===== src/rtl/uart_pkg.sv =====
// uart_pkg: shared types and constants for the UART transmit arbiter slice.
//   state_e     - sequencer states of the frame FSM
//   phase_e     - which part of the packet (SOF, ID, payload, checksum) is next
//   SOF_DEFAULT - default start-of-frame marker byte
//   BYTE_W      - UART byte width
//   chk_update  - running XOR checksum step
package uart_pkg;

    localparam int BYTE_W = 8;
    localparam logic [BYTE_W-1:0] SOF_DEFAULT = 8'hA5;

    typedef enum logic [2:0] {
        ST_IDLE      = 3'd0,
        ST_LOAD      = 3'd1,
        ST_START     = 3'd2,
        ST_WAIT_BUSY = 3'd3,
        ST_WAIT_DONE = 3'd4
    } state_e;

    typedef enum logic [1:0] {
        PH_SOF     = 2'd0,
        PH_ID      = 2'd1,
        PH_PAYLOAD = 2'd2,
        PH_CHK     = 2'd3
    } phase_e;

    function automatic logic [BYTE_W-1:0] chk_update(input logic [BYTE_W-1:0] chk,
                                                      input logic [BYTE_W-1:0] data);
        return chk ^ data;
    endfunction

endpackage


===== src/rtl/rr_arbiter.sv =====
// rr_arbiter: combinational round-robin pick.
//   req_i    - request vector, one bit per port
//   ptr_i    - highest-priority port for this pick; search wraps from here
//   onehot_o - one-hot winner (all zero when no request)
//   idx_o    - winner index (zero when no request)
//   any_o    - at least one request present
module rr_arbiter
    import uart_pkg::*;
#(
    parameter int NUM_PORTS = 4,
    localparam int IDX_W = $clog2(NUM_PORTS)
) (
    input  logic [NUM_PORTS-1:0] req_i,
    input  logic [IDX_W-1:0]     ptr_i,
    output logic [NUM_PORTS-1:0] onehot_o,
    output logic [IDX_W-1:0]     idx_o,
    output logic                 any_o
);

    int   cand_s;
    logic found_s;

    // Walk ports starting at ptr_i; the first requester found wins.
    always_comb begin
        onehot_o = '0;
        idx_o    = '0;
        found_s  = 1'b0;
        cand_s   = 0;
        for (int i = 0; i < NUM_PORTS; i++) begin
            cand_s = (int'(ptr_i) + i) % NUM_PORTS;
            if (!found_s && req_i[IDX_W'(cand_s)]) begin
                found_s                   = 1'b1;
                idx_o                     = IDX_W'(cand_s);
                onehot_o[IDX_W'(cand_s)]  = 1'b1;
            end else begin
                found_s = found_s;
            end
        end
        any_o = found_s;
    end

endmodule


===== src/rtl/uart_tx_arbiter.sv =====
// uart_tx_arbiter: packet-level round-robin arbiter and frame sequencer in
// front of a single uart_tx byte transmitter.
//   req_data_i   - payload byte per port, port p on [8p+7:8p]
//   req_valid_i  - byte available per port
//   req_last_i   - byte is the last of its packet
//   req_ready_o  - byte consumed this cycle (only the granted port, only in payload load)
//   tx_data_o    - byte handed to uart_tx (registered)
//   tx_start_o   - one-cycle start pulse to uart_tx (registered)
//   tx_busy_i    - uart_tx busy flag
//   grant_id_o   - currently granted port
//   pkt_active_o - high from grant until the packet's final frame completes
// With HDR_EN=1 each packet goes out as SOF, port ID, payload, XOR checksum
// (checksum covers the ID byte and the payload).
module uart_tx_arbiter
    import uart_pkg::*;
#(
    parameter int              NUM_PORTS = 4,
    parameter logic [7:0]      SOF_BYTE  = SOF_DEFAULT,
    parameter bit              HDR_EN    = 1'b1,
    localparam int             ID_W      = $clog2(NUM_PORTS)
) (
    input  logic                          clk,
    input  logic                          rst_n,
    input  logic [BYTE_W*NUM_PORTS-1:0]   req_data_i,
    input  logic [NUM_PORTS-1:0]          req_valid_i,
    input  logic [NUM_PORTS-1:0]          req_last_i,
    output logic [NUM_PORTS-1:0]          req_ready_o,
    output logic [BYTE_W-1:0]             tx_data_o,
    output logic                          tx_start_o,
    input  logic                          tx_busy_i,
    output logic [ID_W-1:0]               grant_id_o,
    output logic                          pkt_active_o
);

    state_e             state_q, state_d;
    phase_e             phase_q, phase_d;
    logic [ID_W-1:0]    grant_q, grant_d;
    logic [ID_W-1:0]    rr_ptr_q, rr_ptr_d;
    logic [BYTE_W-1:0]  chk_q, chk_d;
    logic               last_q, last_d;
    logic [BYTE_W-1:0]  tx_data_q, tx_data_d;
    logic               tx_start_q, tx_start_d;
    logic               pkt_active_q, pkt_active_d;

    logic [NUM_PORTS-1:0] win_onehot_s;
    logic [ID_W-1:0]      win_idx_s;
    logic                 win_any_s;
    logic [BYTE_W-1:0]    cur_byte_s;
    logic                 cur_valid_s;
    logic                 cur_last_s;
    logic [ID_W-1:0]      rr_next_s;

    rr_arbiter #(.NUM_PORTS(NUM_PORTS)) u_rr (
        .req_i    (req_valid_i),
        .ptr_i    (rr_ptr_q),
        .onehot_o (win_onehot_s),
        .idx_o    (win_idx_s),
        .any_o    (win_any_s)
    );

    assign cur_byte_s  = req_data_i[int'(grant_q)*BYTE_W +: BYTE_W];
    assign cur_valid_s = req_valid_i[grant_q];
    assign cur_last_s  = req_last_i[grant_q];
    assign rr_next_s   = ID_W'((int'(grant_q) + 1) % NUM_PORTS);

    // Next-state, datapath and req_ready decode for the frame sequencer.
    always_comb begin
        state_d      = state_q;
        phase_d      = phase_q;
        grant_d      = grant_q;
        rr_ptr_d     = rr_ptr_q;
        chk_d        = chk_q;
        last_d       = last_q;
        tx_data_d    = tx_data_q;
        pkt_active_d = pkt_active_q;
        req_ready_o  = '0;

        case (state_q)
            ST_IDLE: begin
                if (win_any_s) begin
                    grant_d      = win_idx_s;
                    phase_d      = HDR_EN ? PH_SOF : PH_PAYLOAD;
                    chk_d        = 8'h00;
                    pkt_active_d = 1'b1;
                    state_d      = ST_LOAD;
                end else begin
                    state_d = ST_IDLE;
                end
            end
            ST_LOAD: begin
                case (phase_q)
                    PH_SOF: begin
                        tx_data_d = SOF_BYTE;
                        state_d   = ST_START;
                    end
                    PH_ID: begin
                        tx_data_d = BYTE_W'(grant_q);
                        chk_d     = BYTE_W'(grant_q);
                        state_d   = ST_START;
                    end
                    PH_CHK: begin
                        tx_data_d = chk_q;
                        state_d   = ST_START;
                    end
                    PH_PAYLOAD: begin
                        // Ready is offered only here and only to the granted port.
                        req_ready_o[grant_q] = 1'b1;
                        if (cur_valid_s) begin
                            tx_data_d = cur_byte_s;
                            chk_d     = chk_update(chk_q, cur_byte_s);
                            last_d    = cur_last_s;
                            state_d   = ST_START;
                        end else begin
                            state_d = ST_LOAD;
                        end
                    end
                    default: begin
                        state_d = ST_IDLE;
                    end
                endcase
            end
            ST_START: begin
                state_d = ST_WAIT_BUSY;
            end
            ST_WAIT_BUSY: begin
                if (tx_busy_i) begin
                    state_d = ST_WAIT_DONE;
                end else begin
                    state_d = ST_WAIT_BUSY;
                end
            end
            ST_WAIT_DONE: begin
                if (!tx_busy_i) begin
                    state_d = ST_LOAD;
                    case (phase_q)
                        PH_SOF:  phase_d = PH_ID;
                        PH_ID:   phase_d = PH_PAYLOAD;
                        PH_PAYLOAD: begin
                            if (last_q && HDR_EN) begin
                                phase_d = PH_CHK;
                            end else if (last_q) begin
                                state_d      = ST_IDLE;
                                rr_ptr_d     = rr_next_s;
                                pkt_active_d = 1'b0;
                            end else begin
                                phase_d = PH_PAYLOAD;
                            end
                        end
                        PH_CHK: begin
                            state_d      = ST_IDLE;
                            rr_ptr_d     = rr_next_s;
                            pkt_active_d = 1'b0;
                        end
                        default: begin
                            state_d = ST_IDLE;
                        end
                    endcase
                end else begin
                    state_d = ST_WAIT_DONE;
                end
            end
            default: begin
                state_d = ST_IDLE;
            end
        endcase

        // Registered pulse lines up with the single START cycle.
        tx_start_d = (state_d == ST_START);
    end

    // State and output registers.
    always_ff @(posedge clk or negedge rst_n) begin
        if (!rst_n) begin
            state_q      <= ST_IDLE;
            phase_q      <= PH_SOF;
            grant_q      <= '0;
            rr_ptr_q     <= '0;
            chk_q        <= 8'h00;
            last_q       <= 1'b0;
            tx_data_q    <= 8'h00;
            tx_start_q   <= 1'b0;
            pkt_active_q <= 1'b0;
        end else begin
            state_q      <= state_d;
            phase_q      <= phase_d;
            grant_q      <= grant_d;
            rr_ptr_q     <= rr_ptr_d;
            chk_q        <= chk_d;
            last_q       <= last_d;
            tx_data_q    <= tx_data_d;
            tx_start_q   <= tx_start_d;
            pkt_active_q <= pkt_active_d;
        end
    end

    assign tx_data_o    = tx_data_q;
    assign tx_start_o   = tx_start_q;
    assign grant_id_o   = grant_q;
    assign pkt_active_o = pkt_active_q;

endmodule


===== config.mk =====
export PLATFORM = sky130hd
export DESIGN_NAME = uart_tx_arbiter
export DESIGN_NICKNAME = d
export VERILOG_FILES = /design/src/rtl/uart_pkg.sv /design/src/rtl/rr_arbiter.sv /design/src/rtl/uart_tx_arbiter.sv
export SDC_FILE = /design/constraint.sdc
export NUM_CORES = 1
export LEC_CHECK = 0
export BUFFER_PORTS_ARGS = -buffer_cell sky130_fd_sc_hd__buf_2
export CAP_MARGIN = 20
export CORE_ASPECT_RATIO = 0.7
export CORE_MARGIN = 8
export CORE_UTILIZATION = 35
export CTS_CLUSTER_SIZE = 20
export DETAILED_ROUTE_END_ITERATION = 6
export GPL_ROUTABILITY_DRIVEN = 0
export GPL_TIMING_DRIVEN = 0
export PLACE_DENSITY = 0.68
export SLEW_MARGIN = 20
export SYNTH_ARGS = -nofsm -noshare
export SYNTH_HDL_FRONTEND = slang
export SYNTH_SLANG_ARGS = --single-unit

===== constraint.sdc =====
create_clock -name clk -period 2 [get_ports clk]
set_input_delay 0.4 -clock clk [delete_from_list [all_inputs] [get_ports clk]]
set_output_delay 0.4 -clock clk [all_outputs]
set_load 0.01 [all_outputs]

# After elaboration in Yosys (flattened, before gate mapping)
# Index checks and enable logic that the tools add are counted.
op_classes:
  div_mod_pow: 0
  muxes: 50
  n_reduce_logical: 19
  addsub: 4
  n_eq_ne: 15
  multipliers: 0
  n_lt_le_gt_ge: 6
  shift: 1
  bitwise: 2
op_table:
  columns: ["operator", "n"]
  rows:
  - ["$pmux 8 s2", 2]
  - ["$pmux 8 s4", 1]
  - ["$shiftx 32x6->8", 1]
  - ["$mux 8", 3]
  - ["$mux 1", 21]
  - ["$lt 2x4->1 const B", 4]
  - ["$pmux 3 s5", 1]
  - ["$mux 2", 7]
  - ["$bmux 1 s2", 6]
  - ["$reduce_and 4->1", 3]
  - ["$eq 3x2->1 const B", 3]
  - ["$mux 4", 2]
  - ["$xor 8x8->8", 1]
  - ["$mux 3", 2]
  - ["$ne 3x3->1 const B", 2]
  - ["$pmux 2 s3", 1]
  - ["$pmux 3 s2", 1]
  - ["$reduce_and 3->1", 2]
  - ["$add 2x1->2 const B", 2]
  - ["$add 2x2->2 const B", 2]
  - ["$eq 2x2->1 const B", 2]
  - ["$logic_and 1x1->1", 4]
  - ["$ne 2x1->1 const B", 2]
  - ["$ne 2x2->1 const B", 2]
  - ["16 further kinds", 20]
totals:
  n_memories: 0
  register_bits: 28
  rom_bits: 0
  input_bits: 43
  elab_cells: 106
  ram_bits: 0
  latch_bits: 0
  output_inout_bits: 16

# Longest topological paths before layout
# Gate-level depths: netlist of run 1.
logic_depth:
  word_depth: 16
  depth_mapped: 8
  mapped_depth_nobuf: 7

# Cells and area by module
# A second synthesis of run 1 with hierarchy kept.
unflattened:
  hier_cells: 247
  hier_area_um2: 2401.1
modules_own_cells:
  columns: ["module", "area_each_um2", "cells_per_inst", "seq_area_each_um2", "instances"]
  rows:
  - ["uart_tx_arbiter", 1869.3, 185, 700.7, 1]
  - ["rr_arbiter", 531.8, 62, 0.0, 1]

# Worst setup path after synthesis of run 1
# Ideal clock, no wire load.
synth_path:
  path_type: "reg2reg"
  from: "register phase_q[0]"
  to: "register last_q"
  stages_incl_launch_ff: 9
  arrival_time_ns: 1.793
  path_buffers: 2
  required_time_ns: 1.875
  setup_time_ns: 0.125
  path_slack_ns: 0.082
  synth_period_minus_slack_ns: 1.918
  path_cell_list: "dfrtp_1 > inv_1 > ha_1 > clkbuf_1 > o22ai_1 > o211ai_2 > or2_1 > buf_6 > mux2_4"
synth_via:
  elab_chain_cells: 2
synth_rtl:
  columns: ["element", "line_no", "text"]
  rows:
  - ["from (decl)", "uart_tx_arbiter.sv:36", "phase_e phase_q, phase_d;"]
  - ["from (signal assigned)", "uart_tx_arbiter.sv:185", "phase_q <= phase_d;"]
  - ["$eq 2x2->1", "uart_tx_arbiter.sv:91", "case (phase_q)"]
  - ["$reduce_and 3->1 (no source line)", null, null]
  - ["to (signal assigned)", "uart_tx_arbiter.sv:189", "last_q <= last_d;"]
  - ["to (decl)", "uart_tx_arbiter.sv:40", "logic last_q, last_d;"]
# No other way between the ends.
# A chain may end at the register's enable or synchronous reset.

# Final worst setup path of run 1
layout_path:
  from: "register state_q[1]"
  to: "output req_ready_o[1]"
layout_via:
  elab_chain_cells: 2
layout_rtl:
  columns: ["element", "line_no", "text"]
  rows:
  - ["from (decl)", "uart_tx_arbiter.sv:35", "state_e state_q, state_d;"]
  - ["from (signal assigned)", "uart_tx_arbiter.sv:184", "state_q <= state_d;"]
  - ["$eq 3x1->1", "uart_tx_arbiter.sv:78", "case (state_q)"]
  - ["$mux 4", "uart_tx_arbiter.sv:78", null]
  - ["to (decl)", "uart_tx_arbiter.sv:27", "output logic [NUM_PORTS-1:0] req_ready_o,"]
# No other way between the ends.

==> impl_metrics.py, run 1 <==
metrics = {
    "critical_path": {
        "crit_slowest_cell": "dfrtp_2",
        "startpoint_type": "flip-flop",
        "crit_path_end_kind": "output pin",
        "slowest_delay_ps": 470,
        "worstSetupEndpoint": "req_ready_o[1]",
        "arrival_ps": 1540,
        "critPathRequiredTime_ps": 1600,
        "r2r-end": "last_q",
        "r2r_start": "phase_q[1]",
        "path_class": "reg2out",
        "rrSetupSlack_ps": 90,
        "critPathLaunch": "state_q[1]",
        "r2r_cells": 8,
        "cp_cell_sequence": "nor3b_4 > buf_6 > and3_1 > buf_2",
        "crit_fanout": 10,
    },
    "clock_network": {
        "cts_tree": "built",
        "clk_pin_slew_ps": 100,
        "clk_path_buf_depth": 2,
        "insertion_delay_ps": 280,
        "ctsHoldBuffers": 0,
        "h-tree-depth": 1,
        "clock_sinks": 28,
        "root_buffer": "clkbuf_8",
        "cts_buffers": 3,
    },
    "routing": {
        "drt_pass1_iterations": 4,
        "drt_iter0_markers": 97,
        "wl_per_cell_um": 15.6,
        "avgViaCountPerCell": 5.17,
        "vias": 1723,
        "drt_wl_total_mm": 5.20,
        "final_antenna_net_count": 0,
        "drc": 0,
    },
    "synth": {
        "syn_nets": 241,
        "async_reset_ff_frac": 1.00,
        "synth_seq_area_share": 0.380,
        "synth.top_cell.area_share": 0.380,
        "synthFlopType": "dfrtp_1",
        "syn-instance-count": 190,
        "syn_area_per_cell_um2": 9.71,
        "ys_ff_latch": 28,
        "yosysWarnings": 0,
        "netlist_area_um2": 1840,
        "yosys-top-cells-area": "dfrtp_1 (38%), mux4_2 (11%), o21ai_0 (6.5%), ha_1 (5.4%), nand2_1 (4.7%)",
        "yosysTopAreaCell": "dfrtp_1",
        "ys_types": 41,
        "synth-edff-count": 0,
    },
    "cells_and_area": {
        "final_util": 0.477,
        "seq_area_um2": 704,
        "design_area_um2": 2470,
        "multi_input_area_um2": 1080,
        "areaGrowthSynthToFinish_pct": 33.8,
        "nFillCells": 517,
        "fin_nets": 313,
        "layout-drive-gt1-share": 0.406,
        "antennaDiodeCount": 0,
        "final_common_cell": "buf_2",
        "layout_common_cells": "buf_2 (58), dfrtp_1 (25), o21ai_0 (24)",
    },
    "global_routing": {
        "grt_pass1_wl_mm": 8.51,
        "first_global_vias": 1743,
        "grt_max_degree": 29,
        "grt.overflow.total": 0,
        "grt_use_total": 0.133,
        "antenna_found_initial": 0,
    },
    "floorplanning": {
        "rows": 22,
        "core_um2": 5170,
        "die_x_um": 103,
        "dieArea_um2": 7890,
        "die_y_um": 76.7,
        "start_util": 0.356,
        "ios": 59,
    },
    "power_and_ir_drop": {
        "leakagePower_nw": 1.16,
        "ir_drop_mv": 0.439,
        "power.density_nw_per_um2": 1080,
    },
    "sta": {
        "max_freq_mhz": 517,
        "timing.slew.headroom": 0.542,
        "fin_crit_ps": 1940,
        "tightest_slew_ps": 680,
        "final-setup-viol-count": 0,
        "fin_crit_sh": 0.968,
        "drv_slew": 0,
        "fin_skew_ps": 6.88,
        "setup_tns_ps": 0,
        "fin_hold_ws_ps": 129,
        "hold_violations": 0,
    },
    "place": {
        "post-dp-hpwl_mm": 3.86,
        "portBuffers": 58,
        "placed_cell_area_um2": 2220,
    },
    "worst_hold_path": {
        "hold_path.class": "in2async",
    },
    "run": {
        "maxCapViolCount": 0,
    },
    "outcome": {
        "status": "finished clean",
    },
}
==> per-stage QoR <==
| step | worst slack [ps] | power [mW] | cells |
|---|---|---|---|
| floorplan | 81.9 | 1.66 | 190 |
| global placement | -218 | 2.01 | 320 |
| detailed placement | -238 | 2.02 | 320 |
| CTS | 2.60 | 2.49 | 327 |
| global route | -8.13 | 2.89 | 333 |
| finish | 64.9 | 2.68 | 333 |
==> synthesized netlist by cell type, types with 2 or more instances <==
cell and n:
a211o_1 2, a21oi_1 3, a221oi_1 3, a22oi_1 3, and3_1 4, buf_2 2
buf_4 4, clkbuf_1 5, dfrtp_1 28, ha_1 8, inv_1 10, mux2i_1 4
mux4_2 9, nand2_1 23, nand2b_1 7, nand3_1 5, nand4b_1 3, nor2_1 13
o21ai_0 24, o22ai_1 5, o31ai_1 5
==> sequential cells by signal, indices dropped and copies added (netlist names) <==
register,cells
rr_ptr_q,2
pkt_active_o,1
last_q,1
state_q,3
tx_data_o,8
tx_start_o,1
chk_q,8
phase_q,2
grant_id_o,2
==> how the worst min path moves through the flow <==
stage / start / endpoint / slack (ps) / cells after the start
after floorplan: rst_n / chk_q[0] / 100 / 0
after global placement: rst_n / tx_start_o / 460 / 1
after detailed placement: rst_n / tx_start_o / 470 / 1
after CTS: rst_n / tx_start_o / 160 / 1
after global routing: rst_n / tx_start_o / 180 / 1
final: rst_n / chk_q[0] / 130 / 1
==> cell families (layout without fill, tap and decap cells) <==
logic type,Yosys count,in the layout,share of synthesized area
and+or+nand+nor,63,63,0.170
AOI/OAI and AO/OA,53,53,0.190
DFF,28,28,0.380
buffers and inverters,23,94,0.0604
muxes,15,15,0.146
adders and majority gates,8,8,0.0543
==> area by class of cell <==
class / count / share of cell area
multi-input combinational: 139 / 0.439
sequential: 28 / 0.285
timing repair buffer: 68 / 0.148
buffer: 12 / 0.0532
tap: 72 / 0.0365
clock buffer: 4 / 0.0223
inverter: 10 / 0.0152
==> what timing repair did <==
item	in CTS	in global routing
pin swaps	0	3
resized for setup	16	16
endpoints found under the setup margin	17	19
buffers inserted	3	7
==> routing by layer <==
layer  GRT usage  routed length (um)  vias to the layer above
li1            -                   -                      837
met1       0.182                2460                      829
met2       0.204                2340                       53
met3      0.0397                 350                        4
met4      0.0201                  42                        0
met5           0                   0                        -
==> power breakdown <==
part	leakage (nW)	switching (mW)	total [mW]	internal [mW]
sequential	0.363	0.0997	0.793	0.693
clock	0.0288	0.182	0.359	0.177
combinational	0.769	0.786	1.52	0.738
==> critical path: cells and delay by family (launching register included) <==
kind | cells | cell delay (ps)
flops | 1 | 470
simple gates | 2 | 470
buf+inv | 2 | 320
(Power assumes the default switching activity.)
==> run 2, diff against run 1 <==
--- a/config.mk
+++ b/config.mk
@@ -7,7 +7,7 @@
 export LEC_CHECK = 0
 export BUFFER_PORTS_ARGS = -buffer_cell sky130_fd_sc_hd__buf_2
 export CAP_MARGIN = 20
-export CORE_ASPECT_RATIO = 0.7
+export CORE_ASPECT_RATIO = 0.9
 export CORE_MARGIN = 8
 export CORE_UTILIZATION = 35
 export CTS_CLUSTER_SIZE = 20
==> run 2 against run 1 <==
Against the previous run: register-to-register slack worse by 20 ps; clock skew increased by 0.76 ps; critical path depth rose by 4; clock-buffer cell count fell by 1; non-clock buffer count increased by 7; power grew 6.1%; largest power group unchanged; maximum frequency hardly changed; sequential power rose by 2%.
==> impl_metrics.py, run 2 (synthesized netlist as in run 1, its figures left out) <==
metrics = {
    "routing": {
        "met2_length_mm": 2.67,
        "drt_pass1_iterations": 5,
        "met1_length_mm": 2.31,
        "drt_wl_total_mm": 5.37,
        "vias": 1753,
        "wl_per_cell_um": 16.0,
        "drt_iter0_markers": 100,
        "wl_met3_um": 356,
        "final_antenna_net_count": 0,
        "drc": 0,
        "top_layer_used": "met4",
        "avgViaCountPerCell": 5.23,
    },
    "global_routing": {
        "first_global_vias": 1747,
        "grt_max_degree": 29,
        "antenna_found_initial": 0,
        "grt_use_total": 0.134,
        "grt.overflow.total": 0,
        "grt_pass1_wl_mm": 8.74,
    },
    "floorplanning": {
        "dieArea_um2": 7850,
        "start_util": 0.357,
        "ios": 59,
        "die_x_um": 92.5,
        "rows": 25,
        "core_um2": 5160,
        "die_y_um": 84.9,
    },
    "cells_and_area": {
        "areaGrowthSynthToFinish_pct": 36.7,
        "design_area_um2": 2520,
        "final_util": 0.488,
        "layout_common_cells": "buf_2 (58), dfrtp_1 (26), nand2_1 (23), o21ai_0 (23), buf_4 (19)",
        "final_common_cell": "buf_2",
        "fin_nets": 320,
        "antennaDiodeCount": 0,
        "layout-drive-gt1-share": 0.422,
    },
    "run": {
        "maxCapViolCount": 0,
    },
    "sta": {
        "fin_crit_ps": 1930,
        "fin_skew_ps": 7.64,
        "fin_hold_ws_ps": 125,
        "timing.slew.headroom": 0.581,
        "final-setup-viol-count": 0,
        "tightest_slew_ps": 623,
        "fin_crit_sh": 0.967,
        "drv_slew": 0,
        "hold_violations": 0,
        "worst_slack_ps": 66.7,
        "max_freq_mhz": 517,
    },
    "clock_network": {
        "cts_tree": "built",
        "cts_buffers": 3,
        "root_buffer": "clkbuf_8",
        "h-tree-depth": 1,
        "clk_path_buf_depth": 2,
        "insertion_delay_ps": 280,
        "clock_sinks": 28,
        "clk_pin_slew_ps": 100,
        "ctsHoldBuffers": 0,
    },
    "critical_path": {
        "r2r-end": "last_q",
        "slowest_delay_ps": 460,
        "path_class": "reg2reg",
        "rrSetupSlack_ps": 70,
        "critPathBufInv": 3,
        "cp_cell_sequence": "inv_2 > ha_2 > inv_1 > o22ai_1 > o211ai_2 > or2_1 > buf_6 > mux2_4",
        "startpoint_type": "flip-flop",
        "crit_slowest_cell": "dfrtp_1",
        "arrival_ps": 2100,
        "r2r_start": "phase_q[1]",
        "crit_path_end_kind": "flip-flop",
        "crit_fanout": 7,
        "r2r_cells": 8,
        "critPathRequiredTime_ps": 2170,
        "path_delay_family": "flip-flops",
    },
    "power_and_ir_drop": {
        "ir_drop_mv": 0.642,
        "p_sw_mw": 1.09,
        "power.density_nw_per_um2": 1130,
        "leakagePower_nw": 1.20,
        "p_comb_frac": 0.558,
        "seqPwrFrac": 0.283,
        "pwr-share-clk": 0.159,
        "swShare": 0.383,
        "p_int_mw": 1.75,
    },
    "place": {
        "placed_cell_area_um2": 2220,
        "dpl_worst_slack_ps": -239,
        "post-dp-hpwl_mm": 3.93,
        "portBuffers": 58,
    },
    "outcome": {
        "status": "finished clean",
    },
    "worst_hold_path": {
        "hold_path.class": "in2async",
    },
}
## run 2: changes by cell type in the layout (fill, tap and decap cells not counted), sizes merged
cell / delta
buf: +6
bufinv: +1
clkinvlp: +1
inv: -1
## run 2: through the flow
stage | power (mW) | std cells | TNS, ps
6_report | 2.84 | 335 | 0
5_1_grt | 3.07 | 335 | -56.2
3_5_place_dp | 2.03 | 315 | -1990
3_3_place_gp | 2.01 | 315 | -1650
4_1_cts | 2.59 | 324 | 0
2_1_floorplan | 1.66 | 190 | 0
## run 2: how the worst max path moves through the flow
stage,start,slack (ps),end,depth (start not counted)
finish,phase_q[1],70,last_q,8
global route,phase_q[1],-40,last_q,8
CTS,grant_id_o[0],20,req_ready_o[2],6
detailed placement,phase_q[0],-240,req_ready_o[1],6
global placement,phase_q[0],-250,req_ready_o[1],6
floorplan,phase_q[0],80,last_q,8
## run 2: cell type report
cell class                 instances  area, um^2
buffer                            13         135
clock buffer                       3        41.3
clock inverter                     1        30.0
fill                             478        2640
inverter                          10        43.8
multi-input combinational        139        1070
sequential                        28         703
tap                               67        83.8
timing repair buffer              74         410
## run 2: power by group through the flow
stage | Sequential (mW) | Combinational, mW | Clock [mW]
5_1_grt | 0.828 | 1.76 | 0.482
3_5_place_dp | 0.811 | 1.22 | 0
2_1_floorplan | 0.823 | 0.832 | 0
6_report | 0.805 | 1.58 | 0.452
3_3_place_gp | 0.804 | 1.20 | 0
4_1_cts | 0.794 | 1.34 | 0.460
## run 2: repair_timing
item,4_1_cts,5_1_grt
pin swaps,0,2
hold endpoints to repair,0,0
gates resized for setup,18,15
buffers inserted,5,11
endpoints found under the setup margin,23,16
gates cloned,0,0
## run 2: metal layers
metal,vias up,global-route usage
li1,851,-
met2,49,0.225
met5,-,0
met1,849,0.173
met3,4,0.0362
met4,0,0.0161
